**config.mk**
```make
export PLATFORM = sky130hd
export DESIGN_NAME = ac_gain_monitor
export DESIGN_NICKNAME = d
export VERILOG_FILES = /design/src/rtl/ac_gain_pkg.sv /design/src/rtl/gain_divider.sv /design/src/rtl/ac_gain_monitor.sv
export SDC_FILE = /design/constraint.sdc
export NUM_CORES = 1
export LEC_CHECK = 0
export BUFFER_PORTS_ARGS = -buffer_cell sky130_fd_sc_hd__buf_4
export CORE_MARGIN = 3
export CORE_UTILIZATION = 65
export CTS_CLUSTER_DIAMETER = 200
export DETAILED_ROUTE_END_ITERATION = 8
export HOLD_SLACK_MARGIN = 0.02
export PLACE_DENSITY_LB_ADDON = 0.3
export SLEW_MARGIN = 20
export SYNTH_ARGS = -nofsm -noshare
export SYNTH_HDL_FRONTEND = slang
export SYNTH_HIERARCHICAL = 1
export SYNTH_SLANG_ARGS = --single-unit
```
**constraint.sdc**
```tcl
create_clock -name clk -period 8.6 [get_ports clk]
set_input_delay 1.72 -clock clk [delete_from_list [all_inputs] [get_ports clk]]
set_output_delay 1.72 -clock clk [all_outputs]
set_load 0.01 [all_outputs]
```
**src/rtl/ac_gain_pkg.sv**
```systemverilog
// -----------------------------------------------------------------------------
// ac_gain_pkg
// Shared definitions for the AC gain monitor: controller state encoding,
// Q-format fraction width and the saturating magnitude helper used by the
// peak trackers.
// No ports (package).
// -----------------------------------------------------------------------------
package ac_gain_pkg;

    typedef enum logic [1:0] {
        IDLE = 2'd0,
        ACQ  = 2'd1,
        DIV  = 2'd2,
        DONE = 2'd3
    } state_t;

    // Fractional bits of the gain result (unsigned Q(GW-8).8).
    localparam int FRAC_BITS = 8;

    // Working width of abs_sat; callers sign-extend into it and truncate the
    // result back to their own W-1 bits.
    localparam int ABS_W = 32;

    // |x| clamped to 2^(w-1)-1, so the most negative w-bit code maps onto the
    // largest positive magnitude instead of wrapping.
    function automatic logic [ABS_W-2:0] abs_sat(input logic signed [ABS_W-1:0] x,
                                                 input int                      w);
        logic [ABS_W-1:0] mag;
        logic [ABS_W-1:0] lim;
        lim = (ABS_W'(1) << (w - 1)) - ABS_W'(1);
        mag = x[ABS_W-1] ? ABS_W'(-x) : ABS_W'(x);
        if (mag > lim) begin
            mag = lim;
        end
        return (ABS_W-1)'(mag);
    endfunction

endpackage

```
**src/rtl/gain_divider.sv**
```systemverilog
// -----------------------------------------------------------------------------
// gain_divider
// Serial restoring divider, one quotient bit per clock, MSB first. A start
// pulse loads the operands and resolves the first quotient bit in the same
// edge, so a full division takes QW edges from start to the done pulse.
// Zero divisors and quotients that would not fit in QW bits are caught at
// start and reported one edge later as quotient = all ones with ovf = 1.
//
// Ports:
//   clk       in   1   clock
//   rst_n     in   1   synchronous active-low reset (control state only)
//   start     in   1   single-cycle request; samples num/den
//   num       in   NW  unsigned numerator
//   den       in   DW  unsigned denominator
//   done      out  1   one-cycle pulse when quotient/ovf are final
//   quotient  out  QW  floor(num/den), or all ones on ovf
//   ovf       out  1   divisor was zero or quotient exceeded QW bits
// -----------------------------------------------------------------------------
module gain_divider #(
    parameter int NW = 19,
    parameter int DW = 11,
    parameter int QW = 16
) (
    input  logic          clk,
    input  logic          rst_n,
    input  logic          start,
    input  logic [NW-1:0] num,
    input  logic [DW-1:0] den,
    output logic          done,
    output logic [QW-1:0] quotient,
    output logic          ovf
);

    // Wide enough for den << QW, which is the largest value compared against.
    localparam int RW = ((NW > DW + QW) ? NW : DW + QW) + 1;
    localparam int CW = $clog2(QW + 1);

    logic          running;
    logic [CW-1:0] bits_left;
    logic [RW-1:0] rem_q;
    logic [RW-1:0] dsh_q;

    logic [RW-1:0] num_x;
    logic [RW-1:0] den_x;
    logic [RW-1:0] rem_cur;
    logic [RW-1:0] dsh_cur;
    logic [RW-1:0] rem_nxt;
    logic          pre_sat;
    logic          fits;

    assign num_x = RW'(num);
    assign den_x = RW'(den);

    // A quotient of 2^QW or more means num >= den << QW.
    assign pre_sat = (den == '0) || (num_x >= (den_x << QW));

    // The start cycle works on the fresh operands; later cycles on the
    // running remainder and the right-shifting divisor.
    assign rem_cur = start ? num_x : rem_q;
    assign dsh_cur = start ? (den_x << (QW - 1)) : dsh_q;
    assign fits    = (rem_cur >= dsh_cur);
    assign rem_nxt = fits ? (rem_cur - dsh_cur) : rem_cur;

    always_ff @(posedge clk) begin
        if (!rst_n) begin
            running   <= 1'b0;
            bits_left <= '0;
            done      <= 1'b0;
        end else begin
            done <= 1'b0;
            if (start) begin
                running   <= !pre_sat;
                bits_left <= CW'(QW - 1);
                done      <= pre_sat;
            end else if (running) begin
                bits_left <= bits_left - CW'(1);
                if (bits_left == CW'(1)) begin
                    running <= 1'b0;
                    done    <= 1'b1;
                end
            end
        end
    end

    always_ff @(posedge clk) begin
        if (start) begin
            ovf      <= pre_sat;
            quotient <= pre_sat ? '1 : QW'(fits);
            rem_q    <= rem_nxt;
            dsh_q    <= dsh_cur >> 1;
        end else if (running) begin
            quotient <= {quotient[QW-2:0], fits};
            rem_q    <= rem_nxt;
            dsh_q    <= dsh_q >> 1;
        end
    end

endmodule

```
**src/rtl/ac_gain_monitor.sv**
```systemverilog
// -----------------------------------------------------------------------------
// ac_gain_monitor
// Measures the small-signal gain |Out|/|In| of the feedback amplifier from
// paired digitised samples. Over a window of 2^WIN_LOG2 accepted pairs it
// tracks the peak magnitude of each channel, then divides out_peak*256 by
// in_peak to give an unsigned Q(GW-8).8 gain.
//
// Ports:
//   clk       in   1     clock
//   rst_n     in   1     synchronous active-low reset
//   start     in   1     begin a window (only honoured while idle)
//   s_valid   in   1     sample pair valid
//   s_ready   out  1     sample pair accepted on s_valid && s_ready
//   s_in      in   W     signed sample of the amplifier input node
//   s_out     in   W     signed sample of the amplifier output node
//   busy      out  1     any state other than IDLE
//   g_valid   out  1     result valid
//   g_ready   in   1     result consumed on g_valid && g_ready
//   gain      out  GW    measured gain, Q(GW-8).8
//   sat       out  1     gain saturated (zero In peak or overflow)
//   in_peak   out  W-1   peak |s_in| of the last completed window
//   out_peak  out  W-1   peak |s_out| of the last completed window
// -----------------------------------------------------------------------------
module ac_gain_monitor
    import ac_gain_pkg::*;
#(
    parameter int W        = 12,
    parameter int WIN_LOG2 = 10,
    parameter int GW       = 16
) (
    input  logic                clk,
    input  logic                rst_n,
    input  logic                start,
    input  logic                s_valid,
    output logic                s_ready,
    input  logic signed [W-1:0] s_in,
    input  logic signed [W-1:0] s_out,
    output logic                busy,
    output logic                g_valid,
    input  logic                g_ready,
    output logic [GW-1:0]       gain,
    output logic                sat,
    output logic [W-2:0]        in_peak,
    output logic [W-2:0]        out_peak
);

    localparam int PW = W - 1;
    localparam int NW = PW + FRAC_BITS;

    state_t              state;
    state_t              state_nxt;

    logic                accept;
    logic                last_pair;
    logic [WIN_LOG2-1:0] cnt;
    logic [PW-1:0]       in_pk;
    logic [PW-1:0]       out_pk;
    logic [PW-1:0]       in_mag;
    logic [PW-1:0]       out_mag;

    logic                div_kick;
    logic                div_done;
    logic                div_ovf;
    logic [GW-1:0]       div_q;

    // s_ready is a registered decode of ACQ, so an accept implies ACQ.
    assign accept    = s_valid && s_ready;
    assign last_pair = &cnt;

    assign in_mag  = PW'(abs_sat(ABS_W'(s_in),  W));
    assign out_mag = PW'(abs_sat(ABS_W'(s_out), W));

    always_comb begin
        state_nxt = state;
        case (state)
            IDLE:    if (start)               state_nxt = ACQ;
            ACQ:     if (accept && last_pair) state_nxt = DIV;
            DIV:     if (div_done)            state_nxt = DONE;
            DONE:    if (g_valid && g_ready)  state_nxt = IDLE;
            default:                          state_nxt = IDLE;
        endcase
    end

    // Handshake outputs are registered from the next state so that they
    // line up exactly with the state register.
    always_ff @(posedge clk) begin
        if (!rst_n) begin
            state    <= IDLE;
            s_ready  <= 1'b0;
            busy     <= 1'b0;
            g_valid  <= 1'b0;
            div_kick <= 1'b0;
        end else begin
            state    <= state_nxt;
            s_ready  <= (state_nxt == ACQ);
            busy     <= (state_nxt != IDLE);
            g_valid  <= (state_nxt == DONE);
            // One-cycle launch in the first DIV cycle, once the peaks
            // already include the final pair.
            div_kick <= (state == ACQ) && (state_nxt == DIV);
        end
    end

    // ---- acquisition: window counter and peak trackers ----
    always_ff @(posedge clk) begin
        if (!rst_n) begin
            cnt    <= '0;
            in_pk  <= '0;
            out_pk <= '0;
        end else if ((state == IDLE) && start) begin
            cnt    <= '0;
            in_pk  <= '0;
            out_pk <= '0;
        end else if (accept) begin
            cnt <= cnt + WIN_LOG2'(1);
            if (in_mag > in_pk) begin
                in_pk <= in_mag;
            end
            if (out_mag > out_pk) begin
                out_pk <= out_mag;
            end
        end
    end

    // ---- division: (out_peak << 8) / in_peak ----
    gain_divider #(
        .NW (NW),
        .DW (PW),
        .QW (GW)
    ) u_div (
        .clk      (clk),
        .rst_n    (rst_n),
        .start    (div_kick),
        .num      ({out_pk, {FRAC_BITS{1'b0}}}),
        .den      (in_pk),
        .done     (div_done),
        .quotient (div_q),
        .ovf      (div_ovf)
    );

    // ---- result registers: held from one completed division to the next ----
    always_ff @(posedge clk) begin
        if (!rst_n) begin
            gain     <= '0;
            sat      <= 1'b0;
            in_peak  <= '0;
            out_peak <= '0;
        end else if ((state == DIV) && div_done) begin
            gain     <= div_q;
            sat      <= div_ovf;
            in_peak  <= in_pk;
            out_peak <= out_pk;
        end
    end

endmodule

```
Word level (Yosys, flattened, before mapping). Cells that the tools add are included.

Bits in registers: 156.

Add/sub/neg operators: 5. Order comparisons: 6. Equality and inequality tests: 7. Muxes and demuxes: 27. Bitwise gates (word level): 1. Reduce and logical (&&, ||, !) cells: 17.

Operators with widths (count): 28-bit two-way mux (4); 27-bit two-way mux (3); 32-bit by 11-bit greater-than comparator with 1-bit output, second input constant (2); 32-bit two-way mux (2); 12-bit negation with 32-bit output (2); 16-bit two-way mux (3); 28-bit greater-or-equal comparator (1); 28-bit subtractor (1); 19-bit by 27-bit greater-or-equal comparator with 1-bit output (1); 11-bit greater-than comparator (2); 11-bit two-way mux (2); 11-bit logical NOT (1); 10-bit by 1-bit adder with 10-bit output, second input constant (1); 10-bit AND reduction (1); 2-bit == test, second input constant (4); 2-bit two-way mux (4); 4-bit two-way mux (2); 2-bit one-hot mux with 4 select lines (1); 1-bit logical AND (6); 1-bit two-way mux (6); 5-bit by 1-bit == test with 1-bit output, second input constant (1); 5-bit by 1-bit subtractor with 5-bit output, second input constant (1); 2-bit by 1-bit == test with 1-bit output, second input constant (2); 2-bit AND reduction (2); 6 further kinds (8).

Depth between registers and ports, before layout.
Depth in word-level cells: 6. Depth in mapped cells: 15. Depth with buffers taken out: 12.

Hierarchy. The synthesis kept the hierarchy.

By module, submodules not included: gain_divider (times used 1, cells each 533, area an instance 5293.8 um2, seq. area each 2242.2 um2); ac_gain_monitor (times used 1, cells each 529, area an instance 4292.9 um2, seq. area each 1541.5 um2).

Worst setup path before layout. OpenSTA, ideal clock, no wires.

Path kind: input -> register. Start point: input port s_in[9]. End point: register in_pk[2]. Arrival: 4447 ps. Required time: 8542 ps. Slack: 4095 ps. Stages on the path: 12. Buffers on the path: 2. Cells stage by stage: or4_1 > buf_2 > or4_4 > a21oi_2 > o22a_2 > ha_1 > nand3_1 > a21oi_1 > or4_1 > clkbuf_1 > a211oi_1 > a31o_2.

Word-level cells in the longest chain between the ends: 6.

RTL lines: start: declaration (line ac_gain_monitor.sv:36) `input logic signed [W-1:0] s_in,`; 12-bit negation with 32-bit output (line ac_gain_pkg.sv:31) `mag = x[ABS_W-1] ? ABS_W'(-x) : ABS_W'(x);`; 32-bit two-way mux * (line ac_gain_pkg.sv:31); 32-bit by 11-bit greater-than comparator with 1-bit output * (line ac_gain_pkg.sv:32) `if (mag > lim) begin`; 11-bit two-way mux * (line ac_gain_pkg.sv:32); via in_mag[6] (line ac_gain_monitor.sv:58) `logic [PW-1:0] in_mag;`; 11-bit greater-than comparator * (line ac_gain_monitor.sv:116) `if (in_mag > in_pk) begin`; 2-bit AND reduction (no line) *; end signal: assignment (line ac_gain_monitor.sv:117) `in_pk <= in_mag;`; end: declaration (line ac_gain_monitor.sv:56) `logic [PW-1:0] in_pk;`.

The timed path passes the listed nets; every way through them passes the cells marked *. A chain may end at the register's enable or synchronous reset.

Worst setup path after layout.
Start point: register div_kick. End point: register u_div.rem_q[1] (data pin).

Word-level cells in the longest chain between the ends: 5. Elaborated cells on any way between the ends: 7. Those cells by class: add/sub: 1; order compare: 1; mux: 5.

RTL lines: start: declaration (line ac_gain_monitor.sv:61) `logic div_kick;`; start signal: assignment (line ac_gain_monitor.sv:100) `div_kick <= (state == ACQ) && (state_nxt == DIV);`; 28-bit two-way mux or 27-bit two-way mux (tied branches) (line gain_divider.sv:59, gain_divider.sv:60); 28-bit subtractor or 28-bit greater-or-equal comparator (tied branches) (line gain_divider.sv:62, gain_divider.sv:61); 28-bit two-way mux * (line gain_divider.sv:62) `assign rem_nxt = fits ? (rem_cur - dsh_cur) : rem_cur;`; via u_div.rem_nxt[1] (line gain_divider.sv:47) `logic [RW-1:0] rem_nxt;`; 28-bit two-way mux (line gain_divider.sv:91) `end else if (running) begin`; 28-bit two-way mux * (line gain_divider.sv:86) `if (start) begin`; end signal: assignment (line gain_divider.sv:89) `rem_q <= rem_nxt;`; end signal: assignment (line gain_divider.sv:93) `rem_q <= rem_nxt;`; end: declaration (line gain_divider.sv:40) `logic [RW-1:0] rem_q;`.

The timed path passes the listed nets; every way through them passes the cells marked *. The select of a mux whose other input is x is not followed.

==> summary.md <==
| Metric | Value |
|---|---|
| Via count | `7827` |
| Final nets | `1203` |
| # H-tree levels | `4` |
| Antenna viol nets, final | `0` |
| Yosys warning count | `6` |
| Tightest Pin Transition | `0.987 ns` |
| Cts repair resizes | `0` |
| Area grow syn2layout | `11.7%` |
| Worst hold path class | `flop to flop` |
| Max-cap violations | `0` |
| Startpoint Class | `flop` |
| Worst VDD drop | `0.000133 V` |
| RSZ-0062 raised after global routing | `no` |
| Met1 usage | `35.4%` |
| Setup bufs post-CTS | `0` |
| Lkg Pwr | `4.18 nW` |
| Synth Area per Inst | `9.03 um2` |
| Chip width | `127 um` |
| Placed cell count | `1279` |
| Crit end category | `flop` |
| ANT cells | `0` |
| Status | `complete, no violations` |
| Setup Viol. Count Final | `0` |
| Ys async rst share | `0%` |
| Die span in y | `127 um` |
| Most Used Layer, Global Route | `met2` |
| Crit path cell chain | `buf_4 > mux2_2 > ha_1 > a211o_1 > a31oi_1 > or2_1 > a211oi_4 > nor2_2 > buf_4 > mux2_2` |
| First-pass GRT wire length | `33800 um` |
| Fmax | `199 MHz` |
| Ports | `71` |
| Number of synthesized flops with an enable pin | `70` |
| Multi-input gate area | `0.00526 mm2` |
| Slew headroom | `34.1%` |
| Number of global-route vias before repair | `6916` |
| Power Dens Cells | `148 mW/mm2` |
| WL final | `20500 um` |
| Largest net degree at the start of global routing | `53` |
| Synth Flop Type | `dfxtp_1` |
| Util after Layout | `75.7%` |
| Reg area | `0.00378 mm2` |
| CP peak stage delay | `0.89 ns` |
| Total CTS buffers | `17` |
| Die area | `0.0162 mm2` |
| Vias/cell | `5.97` |
| WP data arrival | `5.19 ns` |
| Insertion delay to the later sink of the worst-skew pair | `0.43 ns` |
| Period utilisation layout | `58.3%` |
| Met3 GRT Util | `5.89%` |
| Non-filler cells, final | `1311` |
| Placer congestion estimate | `0.941` |
| DRT iter0 DRCs | `686` |
| IO Port Bufs | `70` |
| Worst-path fanout max | `50` |
| Fraction of layout cells with a size suffix above 1 | `15.2%` |
| Clock sinks | `154` |
| CTS tree | `yes` |
| Overall Global Routing Usage | `25.4%` |
| Pre-CTS WS | `3.70 ns` |
| TNS Setup | `0 ns` |
| Met2 usage | `39.8%` |
| Yosys cell types | `91` |
| Max Buffers Root-to-Sink | `2` |
| DRC | `0` |
| #FFs+latches synth | `154` |
| Filler cells | `1010` |
| CP required | `8.78 ns` |
| Final min period | `5.01 ns` |
| Root Driver | `clkbuf_16` |
| CP Class | `flop to flop` |
| Fin worst setup slack | `3.59 ns` |
| Seq/Total Area, Yosys | `39.5%` |
| Hpwl dp | `14400 um` |
| Final Skew | `0.00686 ns` |
| Initial Util | `67.8%` |
| Core Box Area | `0.0141 mm2` |
| Total power | `1.58 mW` |
| Slew Viols, Final | `0` |
| Remaining global-route overflow | `0` |
| Pre-antenna DRT Iters | `5` |
| Slowest cell on the critical path | `dfxtp_2` |
| # rows | `43` |
| Initial antenna violation count | `0` |
| Post-synthesis cell area | `0.00959 mm2` |
| Post-Synthesis Cells | `1062` |
| Final Hold Fails | `0` |
| Hold_buf cts | `0` |
| Reg clk slew, reported paths | `0.07 ns` |
| Routed len/inst | `15.7 um` |
-- state kept, by name, indices dropped and copies added, names as in the netlist --
| register | cells |
|---|---|
| busy | 1 |
| cnt | 10 |
| div_kick | 1 |
| g_valid | 1 |
| gain | 16 |
| in_peak | 11 |
| in_pk | 11 |
| out_peak | 11 |
| out_pk | 11 |
| s_ready | 1 |
| sat | 1 |
| state | 2 |
| u_div/bits_left | 5 |
| u_div/done | 1 |
| u_div/dsh_q | 25 |
| u_div/ovf | 1 |
| u_div/quotient | 16 |
| u_div/rem_q | 28 |
| u_div/running | 1 |
-- report_power, final --
part | internal [mW] | total [mW] | switching [mW]
combinational | 0.0465 | 0.109 | 0.0625
sequential | 0.763 | 0.770 | 0.00726
clock | 0.394 | 0.704 | 0.310
-- cells in the mapped netlist, types with 5 or more instances --
cell type	number	area share [%]
a211oi_1	10	0.78
nand2b_1	7	0.46
o31ai_1	6	0.47
a21o_1	11	0.86
mux2_2	21	2.5
or2_2	6	0.39
inv_1	83	3.2
a31oi_1	8	0.52
mux2i_1	27	2.8
a21oi_1	41	2.1
clkbuf_1	31	1.2
ha_1	55	7.2
nor4_1	8	0.52
o21bai_1	6	0.47
and4_1	5	0.46
nor3b_1	5	0.39
edfxtp_1	70	22
or3_1	9	0.59
xor2_1	17	1.6
nand3_1	17	0.89
nand2_1	162	6.3
clkbuf_8	5	0.72
o21ai_0	66	3.4
nor2b_1	29	1.9
a31o_2	6	0.55
nand4_1	16	1.0
a21boi_0	43	3.4
dfxtp_1	84	18
buf_2	6	0.31
nor2_1	40	1.6
xnor2_1	14	1.3
nor3_1	20	1.0
o211ai_1	14	1.1
o21a_1	13	1.0
and3_1	9	0.59
-- cell usage in the layout, fill, tap and decap left out, types with 11 or more instances in the layout --
master | netlist | final
nand2_1 | 162 | 162
inv_1 | 83 | 83
dfxtp_1 | 84 | 83
buf_4 | 2 | 76
edfxtp_1 | 70 | 70
o21ai_0 | 66 | 66
ha_1 | 55 | 55
a21boi_0 | 43 | 42
a21oi_1 | 41 | 41
nor2_1 | 40 | 39
nor2b_1 | 29 | 29
mux2i_1 | 27 | 27
mux2_2 | 21 | 21
nor3_1 | 20 | 20
clkbuf_16 | 0 | 18
nand3_1 | 17 | 17
xor2_1 | 17 | 17
nand4_1 | 16 | 16
conb_1 | 1 | 16
o211ai_1 | 14 | 14
xnor2_1 | 14 | 14
o21a_1 | 13 | 13
a21o_1 | 11 | 11
-- path summary, 6_finish.rpt --
path,endpoint,depth (start not counted),startpoint,slack [ns]
setup / recovery,u_div/rem_q[1],10,div_kick,3.59
hold / removal,gain[9],2,gain[9],0.46
setup reg to reg,u_div/rem_q[1],10,div_kick,3.59
hold reg to reg,gain[9],2,gain[9],0.46
-- routing by layer --
metal  wire, um  up-vias
li1           -     3912
met1       9470     3644
met2       9430      233
met3       1320       38
met4        322        0
met5          0        -
-- worst max-delay path: cells and delay by family (launching register included) --
| family | cells | cell delay, ns |
|---|---|---|
| AOI/OAI and AO/OA | 3 | 0.77 |
| adders and majority gates | 1 | 0.40 |
| buffers and inverters | 2 | 0.90 |
| DFF | 1 | 0.89 |
| muxes | 2 | 0.77 |
| and+or+nand+nor | 2 | 1.00 |
-- per-stage QoR --
stage / instance area [um2] / hold WS [ns]
final: 10700 / 0.462
after global routing: 10700 / 0.485
after CTS: 10700 / 0.467
after detailed placement: 10100 / 0.457
after global placement: 10100 / 0.451
after floorplan: 9640 / 0.454
-- logic make-up after synthesis --
logic type,count (synthesis),synth area share (%)
adder cells (fa/ha/maj),56,7.39
XOR/XNOR,31,2.83
AO/OA/AOI/OAI,270,19.6
multiplexers,49,5.40
other,1,0.0391
flip-flops,154,39.5
AND/OR/NAND/NOR,364,18.9
buffers and inverters,137,6.38
-- area by class of cell --
type                    count  share of cell area, %
clock inverters            13                  0.970
well taps                 180                   2.10
repair buffers             76                   5.33
clock buffers              19                   4.24
multi-input cells         786                   49.1
inverters                  83                   2.91
flip-flops and latches    154                   35.4
Power figures use the tool's default switching activity.
